===== config.mk =====
export PLATFORM = sky130hd
export DESIGN_NAME = rotate_operand_fetch
export DESIGN_NICKNAME = d
export VERILOG_FILES = /design/src/rtl/rotate_fetch_pkg.sv /design/src/rtl/rotate_operand_bypass.sv /design/src/rtl/rotate_operand_fetch.sv
export SDC_FILE = /design/constraint.sdc
export NUM_CORES = 1
export LEC_CHECK = 0
export ABC_CLOCK_PERIOD_IN_PS = 2960
export CORE_ASPECT_RATIO = 0.8
export CORE_MARGIN = 3
export CORE_UTILIZATION = 30
export DETAILED_ROUTE_END_ITERATION = 8
export MAX_ROUTING_LAYER = met4
export PLACE_DENSITY_LB_ADDON = 0.3
export SLEW_MARGIN = 20
export SYNTH_ARGS = -nofsm -noshare
export SYNTH_HDL_FRONTEND = slang
export SYNTH_SLANG_ARGS = --single-unit

===== constraint.sdc =====
create_clock -name clk -period 2.96 [get_ports clk]
set_input_delay 0.592 -clock clk [delete_from_list [all_inputs] [get_ports clk]]
set_output_delay 0.592 -clock clk [all_outputs]
set_load 0.02 [all_outputs]

===== src/rtl/rotate_fetch_pkg.sv =====
// Shared types and helpers for the rotate operand fetch stage.
package rotate_fetch_pkg;

  localparam int DATA_W       = 32;
  localparam int IA_W         = DATA_W + 1;
  localparam int FETCH_ADDR_W = 6;

  typedef enum logic [1:0] {
    IDLE = 2'd0,
    RD1  = 2'd1,
    RD2  = 2'd2,
    OUT  = 2'd3
  } fetch_state_t;

  // Fully resolved command; the a/b/dest/left fields line up with the
  // operand bundle the downstream rotate stage consumes.
  typedef struct packed {
    logic [DATA_W-1:0]       a;
    logic [DATA_W-1:0]       b;
    logic [FETCH_ADDR_W-1:0] dest;
    logic                    left;
    logic                    err;
  } resolved_cmd_t;

  function automatic logic ia_is_addr(input logic [IA_W-1:0] op);
    return op[IA_W-1];
  endfunction

  function automatic logic [DATA_W-1:0] ia_value(input logic [IA_W-1:0] op);
    return op[DATA_W-1:0];
  endfunction

  // Address operand that actually needs a register file read.
  function automatic logic ia_reads(input logic [IA_W-1:0] op, input logic [DATA_W-1:0] count);
    return ia_is_addr(op) && (ia_value(op) < count);
  endfunction

  // Address operand pointing past the end of the register file.
  function automatic logic ia_bad(input logic [IA_W-1:0] op, input logic [DATA_W-1:0] count);
    return ia_is_addr(op) && !(ia_value(op) < count);
  endfunction

endpackage


===== src/rtl/rotate_operand_bypass.sv =====
// Per-read bypass: remembers a writeback that hit the read index in the
// issue cycle and lets a capture-cycle writeback override everything.
module rotate_operand_bypass
  import rotate_fetch_pkg::*;
#(
  parameter int ADDR_W = 6
) (
  input  logic              clk,
  input  logic              reset_n,
  input  logic              issue,
  input  logic [ADDR_W-1:0] issue_addr,
  input  logic              wb_valid,
  input  logic [ADDR_W-1:0] wb_addr,
  input  logic [DATA_W-1:0] wb_data,
  input  logic [DATA_W-1:0] rd_data,
  output logic [DATA_W-1:0] value
);

  logic [ADDR_W-1:0] idx_reg;
  logic              hit_reg;
  logic [DATA_W-1:0] hit_data_reg;
  logic              issue_hit;
  logic              capture_hit;

  // The register file is read-before-write, so an issue-cycle write is
  // invisible in rd_data and has to be remembered here.
  assign issue_hit   = wb_valid && (wb_addr == issue_addr);
  assign capture_hit = wb_valid && (wb_addr == idx_reg);

  // Latch the read index and any issue-cycle writeback to it.
  always_ff @(posedge clk or negedge reset_n) begin
    if (!reset_n) begin
      idx_reg      <= '0;
      hit_reg      <= 1'b0;
      hit_data_reg <= '0;
    end else if (issue) begin
      idx_reg      <= issue_addr;
      hit_reg      <= issue_hit;
      hit_data_reg <= wb_data;
    end
  end

  // Newest value wins: capture-cycle writeback, then issue-cycle, then RAM.
  always_comb begin
    value = rd_data;
    if (capture_hit) begin
      value = wb_data;
    end else if (hit_reg) begin
      value = hit_data_reg;
    end
  end

endmodule


===== src/rtl/rotate_operand_fetch.sv =====
// Resolves the two immediate-or-address operands of a rotate command
// through one synchronous register file read port and hands a complete
// command to the rotate stage.
module rotate_operand_fetch
  import rotate_fetch_pkg::*;
#(
  parameter int REG_COUNT = 64,
  parameter int ADDR_W    = FETCH_ADDR_W
) (
  input  logic              clk,
  input  logic              reset_n,
  input  logic              in_valid,
  output logic              in_ready,
  input  logic [IA_W-1:0]   in_op1,
  input  logic [IA_W-1:0]   in_op2,
  input  logic [ADDR_W-1:0] in_dest,
  input  logic              in_left,
  output logic              rd_en,
  output logic [ADDR_W-1:0] rd_addr,
  input  logic [DATA_W-1:0] rd_data,
  input  logic              wb_valid,
  input  logic [ADDR_W-1:0] wb_addr,
  input  logic [DATA_W-1:0] wb_data,
  output logic              out_valid,
  input  logic              out_ready,
  output logic [DATA_W-1:0] out_a,
  output logic [DATA_W-1:0] out_b,
  output logic [ADDR_W-1:0] out_dest,
  output logic              out_left,
  output logic              out_err
);

  localparam logic [DATA_W-1:0] REG_LIMIT = REG_COUNT;

  fetch_state_t      state_reg, state_next;
  resolved_cmd_t     cmd_reg;
  logic              op2_rd_reg;
  logic [ADDR_W-1:0] op2_idx_reg;

  logic              op1_rd, op2_rd;
  logic              rd_en_next;
  logic [ADDR_W-1:0] rd_addr_next;
  logic              issue1, issue2;
  logic [DATA_W-1:0] byp1_value, byp2_value;

  assign op1_rd = ia_reads(in_op1, REG_LIMIT);
  assign op2_rd = ia_reads(in_op2, REG_LIMIT);

  // Next state and read issue; op1 is always read before op2.
  always_comb begin
    state_next   = state_reg;
    rd_en_next   = 1'b0;
    rd_addr_next = '0;
    issue1       = 1'b0;
    issue2       = 1'b0;
    case (state_reg)
      IDLE: begin
        if (in_valid) begin
          if (op1_rd) begin
            rd_en_next   = 1'b1;
            rd_addr_next = in_op1[ADDR_W-1:0];
            issue1       = 1'b1;
            state_next   = RD1;
          end else if (op2_rd) begin
            rd_en_next   = 1'b1;
            rd_addr_next = in_op2[ADDR_W-1:0];
            issue2       = 1'b1;
            state_next   = RD2;
          end else begin
            state_next   = OUT;
          end
        end
      end
      RD1: begin
        if (op2_rd_reg) begin
          rd_en_next   = 1'b1;
          rd_addr_next = op2_idx_reg;
          issue2       = 1'b1;
          state_next   = RD2;
        end else begin
          state_next   = OUT;
        end
      end
      RD2: state_next = OUT;
      OUT: begin
        if (out_ready) begin
          state_next = IDLE;
        end
      end
      default: state_next = IDLE;
    endcase
  end

  // The read strobe is combinational off IDLE, so hold it quiet in reset.
  assign rd_en   = rd_en_next & reset_n;
  assign rd_addr = reset_n ? rd_addr_next : '0;

  // State register.
  always_ff @(posedge clk or negedge reset_n) begin
    if (!reset_n) begin
      state_reg <= IDLE;
    end else begin
      state_reg <= state_next;
    end
  end

  // Command latch: immediates load on accept, reads land in RD1/RD2.
  always_ff @(posedge clk or negedge reset_n) begin
    if (!reset_n) begin
      cmd_reg     <= '0;
      op2_rd_reg  <= 1'b0;
      op2_idx_reg <= '0;
    end else begin
      case (state_reg)
        IDLE: begin
          if (in_valid) begin
            cmd_reg.a    <= ia_is_addr(in_op1) ? '0 : ia_value(in_op1);
            cmd_reg.b    <= ia_is_addr(in_op2) ? '0 : ia_value(in_op2);
            cmd_reg.dest <= in_dest;
            cmd_reg.left <= in_left;
            cmd_reg.err  <= ia_bad(in_op1, REG_LIMIT) || ia_bad(in_op2, REG_LIMIT);
            op2_rd_reg   <= op2_rd;
            op2_idx_reg  <= in_op2[ADDR_W-1:0];
          end
        end
        RD1:     cmd_reg.a <= byp1_value;
        RD2:     cmd_reg.b <= byp2_value;
        default: ;
      endcase
    end
  end

  rotate_operand_bypass #(.ADDR_W(ADDR_W)) u_byp1 (
    .clk        (clk),
    .reset_n    (reset_n),
    .issue      (issue1),
    .issue_addr (rd_addr_next),
    .wb_valid   (wb_valid),
    .wb_addr    (wb_addr),
    .wb_data    (wb_data),
    .rd_data    (rd_data),
    .value      (byp1_value)
  );

  rotate_operand_bypass #(.ADDR_W(ADDR_W)) u_byp2 (
    .clk        (clk),
    .reset_n    (reset_n),
    .issue      (issue2),
    .issue_addr (rd_addr_next),
    .wb_valid   (wb_valid),
    .wb_addr    (wb_addr),
    .wb_data    (wb_data),
    .rd_data    (rd_data),
    .value      (byp2_value)
  );

  assign in_ready  = (state_reg == IDLE);
  assign out_valid = (state_reg == OUT);
  assign out_a     = cmd_reg.a;
  assign out_b     = cmd_reg.b;
  assign out_dest  = cmd_reg.dest;
  assign out_left  = cmd_reg.left;
  assign out_err   = cmd_reg.err;

  // Reads only happen on the way into RD1 or RD2.
  a_rd_en_legal: assert property (@(posedge clk) disable iff (!reset_n)
    rd_en |-> (((state_reg == IDLE) && ((state_next == RD1) || (state_next == RD2))) ||
               ((state_reg == RD1) && (state_next == RD2))));

  // A stalled output must not move.
  a_out_stable: assert property (@(posedge clk) disable iff (!reset_n)
    (out_valid && !out_ready) |=> (out_valid && $stable(out_a) && $stable(out_b) &&
                                   $stable(out_dest) && $stable(out_left) && $stable(out_err)));

endmodule


# Word-level counts from Yosys, hierarchy flattened
# Cells that the tools add are included.
[word_totals] elab_cells=74 reg_bits=159
[classes] bitwise_logic=1 n_mux=32 n_eq_ne=8 order_cmp=2 reduce_logical=17
[op_table] operator="$mux W32" count=6
[op_table] operator="$pmux W32 S2" count=2
[op_table] operator="$mux W72" count=1
[op_table] operator="$lt A32 B7 Y1 const B" count=2
[op_table] operator="$mux W6" count=5
[op_table] operator="$eq A6 B6 Y1" count=3
[op_table] operator="$pmux W6 S2" count=1
[op_table] operator="$mux W1" count=11
[op_table] operator="$pmux W2 S4" count=1
[op_table] operator="$reduce_and A2 Y1" count=4
[op_table] operator="$logic_and A1 B1 Y1" count=7
[op_table] operator="$mux W2" count=3
[op_table] operator="$eq A2 B2 Y1 const B" count=2
[op_table] operator="$pmux W1 S2" count=2
[op_table] operator="$reduce_bool A2 Y1" count=2
[op_table] operator="$eq A2 B1 Y1 const B" count=1
[op_table] operator="$logic_not A1 Y1" count=2
[op_table] operator="$logic_not A2 Y1" count=1
[op_table] operator="$ne A2 B1 Y1 const B" count=1
[op_table] operator="$ne A2 B2 Y1 const B" count=1
[op_table] operator="$and A1 B1 Y1" count=1
[op_table] operator="$logic_or A1 B1 Y1" count=1

# Depth between registers and ports, before layout
# Gate-level depths: netlist of run 1.
[depth] depth_word=8 mapped_depth=11 depth_no_buf=8

# By module
# A second synthesis of run 1 with hierarchy kept.
[hier_totals] hier_cells=788 hier_area_um2=8978.6
[by_module_without_submodules] mod="rotate_operand_bypass" area_per_inst_um2=2348.5 n_inst=2 cells_each=169 seq_area_each_um2=975.9
[by_module_without_submodules] mod="rotate_operand_fetch" area_per_inst_um2=4281.6 n_inst=1 cells_each=450 seq_area_each_um2=2026.9

# Worst setup path after synthesis of run 1
# No wires, ideal clock.
[synth_path] path_type="input to output" startpoint="input in_op1[24]" endpoint="output rd_addr[0]" t_arrival_ps=2531 stages=7 setup_slack_ps=-163 path_buffers=2 cell_sequence="nor4_1 > nand4_1 > clkbuf_1 > nor4_1 > clkbuf_1 > a22oi_1 > a21boi_0"
[synth_between] elab_chain_len=6
[synth_rtl] item="start: declaration" line_no="rotate_operand_fetch.sv:14" text="input logic [IA_W-1:0] in_op1,"
[synth_rtl] item="$lt A32 B7 Y1" line_no="rotate_fetch_pkg.sv:35" text="return ia_is_addr(op) && (ia_value(op) < count);"
[synth_rtl] item="$logic_and A1 B1 Y1" line_no="rotate_fetch_pkg.sv:35"
[synth_rtl] item="$mux W6" line_no="rotate_operand_fetch.sv:59" text="if (op1_rd) begin"
[synth_rtl] item="$mux W6" line_no="rotate_operand_fetch.sv:58" text="if (in_valid) begin"
[synth_rtl] item="$pmux W6 S2" line_no="rotate_operand_fetch.sv:56" text="case (state_reg)"
[synth_rtl] item="$mux W6" line_no="rotate_operand_fetch.sv:96" text="assign rd_addr = reset_n ? rd_addr_next : '0;"
[synth_rtl] item="end: declaration" line_no="rotate_operand_fetch.sv:19" text="output logic [ADDR_W-1:0] rd_addr,"
# No other way between the ends.

# Final worst setup path of run 1
[layout_path] startpoint="input in_op1[10]" endpoint="output rd_addr[3]"
# Same word-level chain as after synthesis.

==> flow_metrics.tcl, run 1 <==
set metrics [dict create \
    hpwl_um 23090 \
    async_flop_share_pct 100.0 \
    synthAdderAreaFrac_pct 0.5678 \
    fill_cells 2717 \
    globalplace.congestion 0.8644 \
    multi_input_area_sq_um 4822 \
    synth-xor-area-share_pct 1.192 \
    cts_buffers 17 \
    cap_viol_max_count 0 \
    path_clk_slew_ns 0.06 \
    die_area_sq_um 31490 \
    period_needed_ns 2.941 \
    fin_util_pct 46.44 \
    portBuffers 228 \
    cts_root_buffer "clkbuf_16" \
    status "finished clean" \
    cp-start-kind "input port" \
    synthMuxAreaShare_pct 22.10 \
    avgRoutedWirePerCell_um 20.54 \
    grt.total_usage_pct 21.01 \
    dieWidth_um 197.6 \
    grt_overflow 0 \
    htree_num_levels 4 \
    seq_area_sq_um 3981 \
    coreArea_sq_um 28630 \
    hold_violations 0 \
    die_h_um 159.3 \
    syn-num-nets 1010 \
    synth-edff-count 0 \
    clockBufferDepth 2 \
    p_leak_uw 0.005912 \
    ys_seq_elements 159 \
    syn2layout_area_growth_pct 50.83 \
    setup_viol_count_final 0 \
    clock_skew_ns 0.01256 \
    irDropWorstVdd_mv 0.5034 \
    synth-seq-area-share_pct 45.14 \
    num_rows 55 \
    end_kind "output port" \
    antenna_found_initial 2 \
    relSlewSlack_pct 40.15 \
    grt_pass1_wl_um 49350 \
    crit_arrival_ns 2.35 \
    drv_slew 0 \
    final_cell_mix "nand2_1 (174), mux2_2 (169), clkdlybuf4s50_1 (166)" \
    grt_max_degree 145 \
    via_per_inst 4.984 \
    netlist_area_sq_um 8815 \
    syn_avg_cell_area_sq_um 10.27 \
    fin_tns_setup_ns 0 \
    power_uw 8887 \
    synth_top_family_by_area "multiplexers" \
    routed_wl_um 32260 \
    final_common_cell "nand2_1" \
    max_freq_ghz 0.3400 \
    vias 7830 \
    drtAntennaViolNets 0 \
    crit_type "in2out" \
    cts_sinks 159 \
    io_pins 229 \
    synth-simple-area-share_pct 12.87 \
    synth-compound-area-share_pct 14.59 \
    required_ns 2.37 \
    power.density_nw_per_um2 668.4 \
    drc 0 \
    ys.flop_type "dfrtp_1" \
    clock_latency_ns 0.43 \
    hp-class "reg2reg" \
    final_layout_size_suffix_gt1_share_pct 35.20 \
    synth_cell_types 51 \
    start_util_pct 30.79 \
    tightestPinTransition_ns 0.8978 \
    yosysWarnings 0 \
    rsz0062_at_grt "true" \
    drtIter0Drc 433 \
    fin_nets 1338 \
    critPathMaxFanout 5 \
    netlist_instances 858 \
    dr.pass1.iters 5 \
    grt_pass1_vias 8124 \
    cts_tree "built" \
    period_share_pct 99.36 \
]
worst max-delay path: stages:
cell             delay, ns
clkdlybuf4s15_1       0.22
nor4_4                0.28
buf_4                 0.20
buf_4                 0.13
buf_4                 0.12
and4_4                0.24
a211oi_4              0.06
buf_6                 0.14
buf_6                 0.12
nand2_4               0.06
a21boi_2              0.05
buf_6                 0.13
per-stage QoR:
stage | area [sq um] | worst slack, ns | instances | hold slack [ns]
floorplan | 8826 | 0.07434 | 858 | 0.2964
global placement | 12370 | -1.106 | 1514 | 0.4432
detailed placement | 12370 | -1.165 | 1514 | 0.4501
CTS | 13160 | -0.01443 | 1558 | 0.4656
global route | 13300 | -0.04789 | 1571 | 0.4869
finish | 13300 | 0.01907 | 1571 | 0.4628
cell usage after synthesis (all sizes together), types with 4 or more instances:
library cell | instances | area share [%]
nand2 | 175 | 7.5
mux2 | 173 | 22
dfrtp | 159 | 45
o21ai | 70 | 4.0
a22oi | 68 | 5.8
clkbuf | 44 | 1.9
buf | 19 | 1.3
nor2 | 18 | 0.77
nor4 | 15 | 1.7
a31oi | 14 | 0.99
and3 | 9 | 0.70
inv | 9 | 0.38
nand4 | 9 | 0.71
a21boi | 8 | 0.68
and4 | 6 | 0.61
o31ai | 6 | 0.51
xnor2 | 6 | 0.60
xor2 | 6 | 0.60
o2111ai | 5 | 0.50
a21oi | 4 | 0.23
ha | 4 | 0.57
nand3 | 4 | 0.23
o2111a | 4 | 0.51
layout make-up:
class	instances	share of cell area, %
multi-input cells	627	36.27
flip-flops and latches	159	29.95
repair buffers	372	25.44
well taps	370	3.482
clock buffers	17	3.200
clock inverters	15	1.374
inverters	9	0.2541
diodes	2	0.03764
worst paths after layout:
path | from | endpoint | slack (ns) | depth (start not counted)
setup / recovery | in_op1[10] | rd_addr[3] | 0.02 | 12
min in group asynchronous | reset_n | u_byp2.idx_reg[3] | 0.58 | 2
hold / removal | u_byp1.hit_data_reg[26] | u_byp1.hit_data_reg[26] | 0.46 | 2
hold reg to reg | u_byp1.hit_data_reg[26] | u_byp1.hit_data_reg[26] | 0.46 | 2
max in group asynchronous | reset_n | u_byp1.hit_data_reg[25] | 1.24 | 3
setup reg to reg | state_reg[0] | u_byp1.hit_reg | 0.47 | 9
repair_timing:
action                                 in CTS  in global routing
setup buffers                              11                 11
gates resized for setup                   138                 71
pin swaps                                  23                 22
hold buffers                                1                  0
gates cloned                                0                  0
setup endpoints to repair                  41                  7
endpoints found under the hold margin      15                  0
metal layers:
layer / GRT usage [%] / part of all wire, % / routed length [um]
met1: 29.14 / 47 / 15300
met2: 31.69 / 45 / 14490
met3: 5.289 / 7.0 / 2273
met4: 3.408 / 0.61 / 197
met5: - / 0 / 0
where the power goes:
group	switching [uW]	total (uW)	internal (uW)	leakage (uW)
registers	296	2970	2680	0.00215
clock network	1020	2360	1340	0.000288
logic	2010	3550	1540	0.00348
logic make-up after synthesis:
kind of cell | after synthesis
and+or+nand+nor | 245
AOI/OAI and AO/OA | 193
muxes | 173
DFF | 159
buffers and inverters | 72
xor gates and xnor gates | 12
adders and majority gates | 4
No activity file was read; power rests on OpenSTA's default activity.
==> run 2: changes to the inputs <==
- CORE_UTILIZATION: 30 -> 50
- PLACE_DENSITY: default -> 0.82
- PLACE_DENSITY_LB_ADDON: 0.3 -> default
==> run 2 against run 1 <==
Compared with the run above: setup slack improved by 0.020 ns; wire length decreased by 3.8%; sequential share of layout area increased by 0.56 points; sequential power about the same; clock-buffer cell count increased by 4; die area decreased by 39%; critical endpoint unchanged; largest power group unchanged; highest routed layer unchanged.
==> flow_metrics.tcl, run 2 (same netlist as run 1, synthesis figures left out) <==
set metrics [dict create \
    path_cells "clkdlybuf4s15_1 -> nor4_4 -> buf_4 -> nand3_4 -> nor4_4 -> buf_4 -> buf_12 -> a22oi_1 -> a21boi_2 -> buf_6" \
    p_sw_uw 3276 \
    routed_wl_um 31050 \
    final_cell_mix "nand2_1 (170), mux2_2 (169), clkdlybuf4s50_1 (168)" \
    portBuffers 228 \
    hpwl_um 21430 \
    grt_max_degree 68 \
    start_util_pct 52.09 \
    antenna_found_initial 3 \
    drv_slew 0 \
    grt_pass1_wl_um 47870 \
    num_rows 42 \
    relSlewSlack_pct 41.39 \
    drc 0 \
    path_clk_slew_ns 0.07 \
    drtAntennaViolNets 0 \
    cts_tree "built" \
    drtIter0Drc 583 \
    crit_family "buffers and inverters" \
    clock_skew_ns 0.01041 \
    cts_sinks 159 \
    fin_nets 1320 \
    timing.rr.start "state_reg[1]" \
    path_depth 10 \
    clock_latency_ns 0.43 \
    power.density_nw_per_um2 684.2 \
    crit_arrival_ns 2.33 \
    htree_num_levels 4 \
    tightestPinTransition_ns 0.8791 \
    switching_share_pct 36.69 \
    slowest_delay_ns 0.31 \
    cts_root_buffer "clkbuf_16" \
    dieWidth_um 154.4 \
    crit_buf_inv 5 \
    coreArea_sq_um 16920 \
    die_area_sq_um 19270 \
    globalplace.congestion 0.9237 \
    critPathMaxFanout 4 \
    fin_area_sq_um 13050 \
    grt_overflow 0 \
    crit_type "in2out" \
    vias 8367 \
    required_ns 2.37 \
    final_common_cell "nand2_1" \
    cts_buffers 17 \
    dp_slack_ns -1.062 \
    holdBufCountCts 0 \
    fin_util_pct 77.12 \
    cap_viol_max_count 0 \
    r2r_cells 10 \
    io_pins 229 \
    p_int_uw 5653 \
    hold_violations 0 \
    clock_power_share_pct 26.4 \
    grt.total_usage_pct 32.70 \
    irDropWorstVdd_mv 0.6739 \
    setup_viol_count_final 0 \
    max_freq_ghz 0.3424 \
    reg2reg_slack_ns 0.34 \
    p_leak_uw 0.005891 \
    via_per_inst 5.959 \
    fin_tns_setup_ns 0 \
    pwr-share-comb_pct 40.4 \
    dr.pass1.iters 8 \
    clockBufferDepth 2 \
    status "finished clean" \
    cp-start-kind "input port" \
    grt_pass1_vias 8569 \
    cpMaxStageDelayCell "nor4_4" \
    die_h_um 124.8 \
    placed_area_sq_um 12090 \
    seqPwrFrac_pct 33.2 \
    period_needed_ns 2.920 \
    fin_ws_ns 0.03951 \
    avgRoutedWirePerCell_um 22.12 \
    hp-class "in2async" \
    period_share_pct 98.67 \
    r2r_end "u_byp1.hit_reg" \
    syn2layout_area_growth_pct 48.05 \
    power_uw 8929 \
    end_kind "output port" \
    final_layout_size_suffix_gt1_share_pct 34.04 \
]
## run 2: changes by cell type in the layout (fill, tap and decap cells not counted), moves of 3 or more
cell / previous run / this run
and4_4: 4 / 1
inv_6: 6 / 1
clkbuf_2: 16 / 11
nand2_2: 0 / 4
dlymetal6s2s_1: 3 / 9
buf_4: 130 / 117
clkbuf_8: 0 / 3
clkdlybuf4s15_1: 12 / 9
buf_6: 12 / 8
nand2_1: 174 / 170
## run 2: worst max-delay path by stage
stage | startpoint | to | slack, ns
after floorplan | in_op1[24] | rd_addr[0] | 0.07
after global placement | in_op2[8] | rd_addr[5] | -1.02
after detailed placement | in_op2[8] | rd_addr[5] | -1.06
after CTS | in_op1[22] | rd_addr[3] | 0.001
after global routing | in_op1[18] | rd_addr[3] | -0.04
final | in_op1[18] | rd_addr[3] | 0.04
## run 2: routing by layer
layer / track usage (%) / vias up / routed length (um)
li1: - / 3741 / -
met1: 44.05 / 4107 / 13070
met2: 50.59 / 454 / 14210
met3: 6.843 / 65 / 3058
met4: 8.879 / 0 / 716
met5: - / - / 0
## run 2: area by class of cell
class / instances / area, sq um
antenna: 3 / 7.507
clock buffer: 21 / 470.5
clock inverter: 11 / 155.1
fill: 1139 / 3871
inverter: 9 / 33.78
multi-input combinational: 627 / 4851
sequential: 159 / 3981
tap: 220 / 275.3
timing repair buffer: 354 / 3276
## run 2: power groups by stage
stage / sequential (uW) / clock (uW) / combinational, uW
6_report: 2970 / 2350 / 3610
4_1_cts: 2960 / 2370 / 3560
5_1_grt: 3020 / 2470 / 3820
3_5_place_dp: 2990 / 0 / 3540
3_3_place_gp: 2970 / 0 / 3460
2_1_floorplan: 3520 / 0 / 1100
## run 2: stage by stage
stage | hold slack (ns) | std cells
after floorplan | 0.2964 | 858
after global placement | 0.4429 | 1352
after detailed placement | 0.4543 | 1352
after CTS | 0.04135 | 1394
after global routing | 0.04740 | 1404
final | 0.03953 | 1404
## run 2: what timing repair did
item	4_1_cts	5_1_grt
setup buffers	10	7
pin swaps	24	21
cloned	0	0
setup endpoints to repair	34	7
resized for setup	123	62
## run 2: worst register-to-register path, cell delays in order (launching register included)
cell	delay [ns]
dfrtp_1	0.37
inv_2	0.05
ha_2	0.18
buf_4	0.13
and3_4	0.18
and4_4	0.22
and3_1	0.21
buf_4	0.14
or4_1	0.46
a221o_1	0.42
o21ai_1	0.16
==> edit 1, RTL diff (flow settings as in run 1) <==
Reset style: synchronous (`reset_n`), changed in 3 clocked blocks.
--- a/src/rtl/rotate_operand_bypass.sv
+++ b/src/rtl/rotate_operand_bypass.sv
@@ -28,7 +28,7 @@
   assign capture_hit = wb_valid && (wb_addr == idx_reg);
 
   // Latch the read index and any issue-cycle writeback to it.
-  always_ff @(posedge clk or negedge reset_n) begin
+  always_ff @(posedge clk) begin
     if (!reset_n) begin
       idx_reg      <= '0;
       hit_reg      <= 1'b0;
--- a/src/rtl/rotate_operand_fetch.sv
+++ b/src/rtl/rotate_operand_fetch.sv
@@ -96,7 +96,7 @@
   assign rd_addr = reset_n ? rd_addr_next : '0;
 
   // State register.
-  always_ff @(posedge clk or negedge reset_n) begin
+  always_ff @(posedge clk) begin
     if (!reset_n) begin
       state_reg <= IDLE;
     end else begin
@@ -105,7 +105,7 @@
   end
 
   // Command latch: immediates load on accept, reads land in RD1/RD2.
-  always_ff @(posedge clk or negedge reset_n) begin
+  always_ff @(posedge clk) begin
     if (!reset_n) begin
       cmd_reg     <= '0;
       op2_rd_reg  <= 1'b0;
Check against the original RTL: differs if reset_n is asserted again (counterexample within 4 cycles, from zero or initial values and one cycle with reset_n low); with reset_n held inactive, the same outputs for 4 cycles.
==> edit 1 against run 1 <==
  * Synthesized area shrank 3.0%
  * Routed wire length is 3.7% higher
  * Core utilization decreased by 0.15 points
  * Maximum frequency increased by 0.17%
  * Worst setup slack better by 0.0050 ns
  * Final area decreased by 3.8%
  * Combinational power up 5%
  * Sequential cell count is the same
  * Power decreased by 1.2%
  * Critical path type unchanged
  * Highest routed layer unchanged
==> edit 1: results (changes against run 1) <==
| Metric | Value |
|---|---|
| Outcome | `completed` |
| Top FF cell, synth | `dfxtp_1` |
| GRT Overall Usage | `22.1% (+1.1 points)` |
| Worst hold path stage count | `2 (unchanged)` |
| Width of the die | `195 um (-1.5%)` |
| VDD IR max | `0.000515 V (+2.4%)` |
| Setup crit end | `rd_addr[1]` |
| Worst setup path startpoint | `in_op1[32]` |
| Post-synthesis xor/xnor area fraction | `1.23% (+0.037 points)` |
| Critical-path top delay cell | `clkdlybuf4s50_1` |
| R2r setup slk | `0.36 ns (-0.11 ns)` |
| Syn_nets | `1136 (+12%)` |
| Post-CTS setup buffers | `13 (+2)` |
| DRT Wirelength | `33.5 mm (+3.7%)` |
| Synth unique cells | `49 (-3.9%)` |
| Top cells by area, synth | `dfxtp_1 37%, mux2_2 15%, nand2_1 7.7%, a211oi_1 6.9%, a22oi_1 5.8%` |
| Syn Inst Count | `984 (+15%)` |
| Peak per-stage delay on the critical path | `0.52 ns (+0.24 ns)` |
| Final net count | `1426 (+6.6%)` |
| Rel. slew slack | `52.2% (+12 points)` |
| Maximum number of pins on one net before global-route repair | `149 (+2.8%)` |
| Iteration-0 DRC Markers | `493 (+14%)` |
| Via total after detailed routing | `8549 (+9.2%)` |
| Mux contribution to synthesized area | `17.3% (-4.8 points)` |
| Top cells by count, synth | `176 x nand2_1, 159 x dfxtp_1, 114 x mux2_2, 84 x nor2_1, 82 x a21oi_1` |
| Layout cells sized above 1 | `26.8% (-8.3 points)` |
| Post-synth ARST share | `0% (-100 points)` |
| Sequential area share after synthesis | `37.2% (-7.9 points)` |
| Pleak | `4.59 nW (-22%)` |
| PortBufs | `228 (unchanged)` |
| First-pass GRT wire length | `50.4 mm (+2.2%)` |
| Initial antenna violation count | `1 (-1)` |
| R2R depth | `9 (unchanged)` |
| RD Place Congestion | `0.859 (-0.61%)` |
| Clock Skew | `0.00812 ns (-0.00444 ns)` |
| Hold Path Sink | `u_byp2.hit_data_reg[7]$_SDFFE_PN0P_` |
| Reg2reg start | `state_reg[0]$_SDFFE_PN0P_` |
| Synth Area in Compound Gates | `20.7% (+6.2 points)` |
| Detailed Place HPWL | `24.2 mm (+4.9%)` |
| Placed Cells incl. Taps | `1601 (+5.7%)` |
| Worst R2R End | `u_byp2.hit_reg$_SDFFE_PN0P_` |
| Root buffer cell | `clkbuf_16` |
| Drt first pass iters | `5 (unchanged)` |
| Non-filler cells, final | `1650 (+5.0%)` |
| PostCTS Resize Cnt | `134 (-2.9%)` |
| Vias in the first global route | `8355 (+2.8%)` |
[edit 1: changes by cell type after synthesis, sizes merged, moves of 8 or more]
cell,before,now
a21oi,4,83
dfrtp,159,0
a211oi,2,79
dfxtp,0,159
a31oi,14,1
a21boi,8,0
o21ai,70,5
clkbuf,44,66
mux2,173,129
nor2,18,85
[edit 1: area by class of cell]
class                           count  area [um^2]
Antenna cell                        1         2.50
Clock buffer                       19          433
Fill cell                        2670        14800
Timing Repair Buffer              359         3360
Sequential cell                   159         3190
Inverter                           11         43.8
Clock inverter                     11          144
Multi-Input combinational cell    726         5170
Tap cell                          364          455
[edit 1: kinds of logic after synthesis]
logic type	Yosys count
and+or+nand+nor	318
DFF	159
buffers and inverters	99
muxes	132
xor gates and xnor gates	12
AOI/OAI and AO/OA	260
adders and majority gates	4
[edit 1: stage by stage]
stage                     utilization, %  total power, mW  area [um^2]  setup WS, ns  hold WS, ns
after global placement              43.3             6.52        12000        -0.786        0.434
after detailed placement            43.3             6.57        12000        -0.757        0.439
after global routing                46.3             9.24        12800       -0.0290        0.461
after CTS                           45.9             8.83        12700      0.000643        0.449
after floorplan                        -             4.73         8550         0.349        0.428
final                               46.3             8.78        12800        0.0241        0.448
[edit 1: routing by layer]
| layer | share of wire (%) | GRT usage, % | vias up | routed length [um] |
|---|---|---|---|---|
| met2 | 45 | 33.6 | 287 | 15000 |
| li1 | - | - | 4149 | - |
| met5 | 0 | - | - | 0 |
| met1 | 47 | 30.2 | 4086 | 15900 |
| met3 | 6.5 | 4.92 | 27 | 2170 |
| met4 | 1.3 | 4.89 | 0 | 419 |
[edit 1: power breakdown]
group / internal, mW / switching, mW / total, mW
Sequential: 2.58 / 0.239 / 2.81
Combinational: 1.66 / 2.05 / 3.72
Clock: 1.31 / 0.932 / 2.25
Total: 5.55 / 3.23 / 8.78
==> edit 2, RTL diff (settings of run 1) <==
Without the edit above. The package constant `DATA_W` goes from 32 to 64.
--- a/src/rtl/rotate_fetch_pkg.sv
+++ b/src/rtl/rotate_fetch_pkg.sv
@@ -1,7 +1,7 @@
 // Shared types and helpers for the rotate operand fetch stage.
 package rotate_fetch_pkg;
 
-  localparam int DATA_W       = 32;
+  localparam int DATA_W       = 64;
   localparam int IA_W         = DATA_W + 1;
   localparam int FETCH_ADDR_W = 6;
 
Interface: changed (6 resized); port bits go from 229 to 421. The function was not compared with the original's and may differ.
==> edit 2 against run 1 <==
  * Critical path depth shrank 1
  * Worst setup slack got worse by 0.42 ns
  * Count of clock-buffer cells in the layout grew 34
  * Sequential cell count increased by 128
  * Largest cell class unchanged
  * The run now ends with setup timing left
  * Routed wire length up 100%
  * Clock power up 93%
  * Die area up 68%
  * Synthesized area is 71% higher
  * Power is 97% higher
  * Maximum frequency fell by 12%
  * Sequential power rose by 99%
  * Final area is 74% higher
==> edit 2: results (changes against run 1) <==
| Metric | Value |
|---|---|
| Num CTS Buffers | `35 (+18)` |
| GRT Overall Usage | `24.7% (+3.7 points)` |
| Slew of the pin with the lowest slew margin | `1.05 ns (+0.155 ns)` |
| Arrival @ worst endpoint | `2.76 ns (+0.41 ns)` |
| Detailed Place HPWL | `46.7 mm (+100%)` |
| Fillers | `4613 (+70%)` |
| Maximum number of pins on one net before global-route repair | `128 (-12%)` |
| Top cells by count, synth | `504 x nand2_1, 287 x dfrtp_1, 245 x o21ai_0, 131 x mux2i_1, 129 x a22oi_1` |
| First-pass GRT wire length | `97.0 mm (+96%)` |
| Avg Inst Size Synth | `8.97 um^2 (-13%)` |
| Final net count | `2502 (+87%)` |
| Non-filler cells, final | `2924 (+86%)` |
| VDD IR max | `0.000635 V (+26%)` |
| Placed Area | `21400 um^2 (+73%)` |
| Final Setup Violations | `7 (+7)` |
| Outcome | `finished, violations left` |
| Via total after detailed routing | `14984 (+91%)` |
| Initial antenna violation count | `8 (+6)` |
| Clock latency on the worst-skew pair | `0.53 ns (+0.10 ns)` |
| Pleak | `9.83 nW (+66%)` |
| Clock H-tree levels | `2 (-2)` |
| Violated checks | `setup timing` |
| RD Place Congestion | `0.888 (+2.7%)` |
| Synth unique cells | `44 (-14%)` |
| Worst hold-check path type | `input port to register` |
| DRT Wirelength | `65.0 mm (+100%)` |
| Syn_nets | `1956 (+94%)` |
| Setup WS post-layout | `-0.397 ns (-0.416 ns)` |
| Max FO, Critical Path | `6 (+1)` |
| Max clock buf depth | `3 (+1)` |
| Top cells by area, synth | `dfrtp_1 48%, nand2_1 13%, mux2i_1 8.7%, o21ai_0 8.2%, a22oi_1 6.4%` |
[edit 2: final cells by class]
type / instances / area [um^2] / area share, %
Antenna cell: 11 / 27.5 / 0.119
Clock buffer: 51 / 1070 / 4.61
Clock inverter: 11 / 138 / 0.594
Inverter: 10 / 37.5 / 0.162
Multi-Input combinational cell: 1250 / 7840 / 33.8
Sequential cell: 287 / 7190 / 31.0
Tap cell: 666 / 833 / 3.60
Timing Repair Buffer: 638 / 6040 / 26.1
[edit 2: kinds of logic after synthesis]
| logic type | synth area share (%) |
|---|---|
| compound gates | 16.5 |
| xor+xnor | 0.816 |
| fa+ha+maj | 0.333 |
| buf+inv | 3.66 |
| flops | 47.8 |
| mux | 14.0 |
| simple gates | 16.9 |
[edit 2: timing repair]
item / in CTS / in global routing
hold buffers: 1 / 0
pin swaps: 45 / 38
setup endpoints to repair: 79 / 7
gates cloned: 0 / 0
buffers inserted: 10 / 8
gates resized for setup: 264 / 74
hold endpoints to repair: 23 / 0
[edit 2: worst paths after layout]
| path | end | slack (ns) | depth (start not counted) | startpoint |
|---|---|---|---|---|
| max | rd_addr[3] | -0.40 | 11 | in_op2[23] |
| min | out_b[19]$_DFFE_PN0P_ | 0.40 | 3 | in_op2[19] |
| max reg2reg | u_byp1.hit_reg$_DFFE_PN0P_ | 0.23 | 13 | state_reg[0]$_DFFE_PN0P_ |
| min reg2reg | u_byp1.hit_data_reg[36]$_DFFE_PN0P_ | 0.46 | 2 | u_byp1.hit_data_reg[36]$_DFFE_PN0P_ |
| max in group asynchronous | out_b[61]$_DFFE_PN0P_ | 1.36 | 3 | reset_n |
| min in group asynchronous | u_byp2.idx_reg[1]$_DFFE_PN0P_ | 0.52 | 2 | reset_n |
[edit 2: metrics by stage]
stage	setup slack [ns]	TNS (ns)
6_report	-0.397	-2.34
5_1_grt	-0.476	-4.44
4_1_cts	-0.351	-2.16
3_5_place_dp	-1.52	-104.02
3_3_place_gp	-1.47	-105.63
2_1_floorplan	0.0435	0
[edit 2: power breakdown]
group	leakage, nW	internal, mW	total, mW	switching (mW)
combinational	5.48	2.99	7.04	4.04
sequential	3.76	5.20	5.91	0.703
clock	0.589	2.77	4.55	1.78
[edit 2: worst max-delay path, stage by stage]
cell	delay, ns
buf_8	0.11
nor4_4	0.38
buf_4	0.19
nand4_1	0.25
nor4_4	0.38
buf_6	0.17
nand2_4	0.05
mux2_4	0.30
nand2_4	0.08
and2_4	0.14
buf_6	0.11
[edit 2: per-layer routing]
metal,wire [um],vias to the layer above,track usage [%]
met1,29300,7399,32.9
met5,0,-,-
li1,-,6980,-
met4,1240,0,6.13
met2,29900,518,38.6
met3,4550,87,5.23
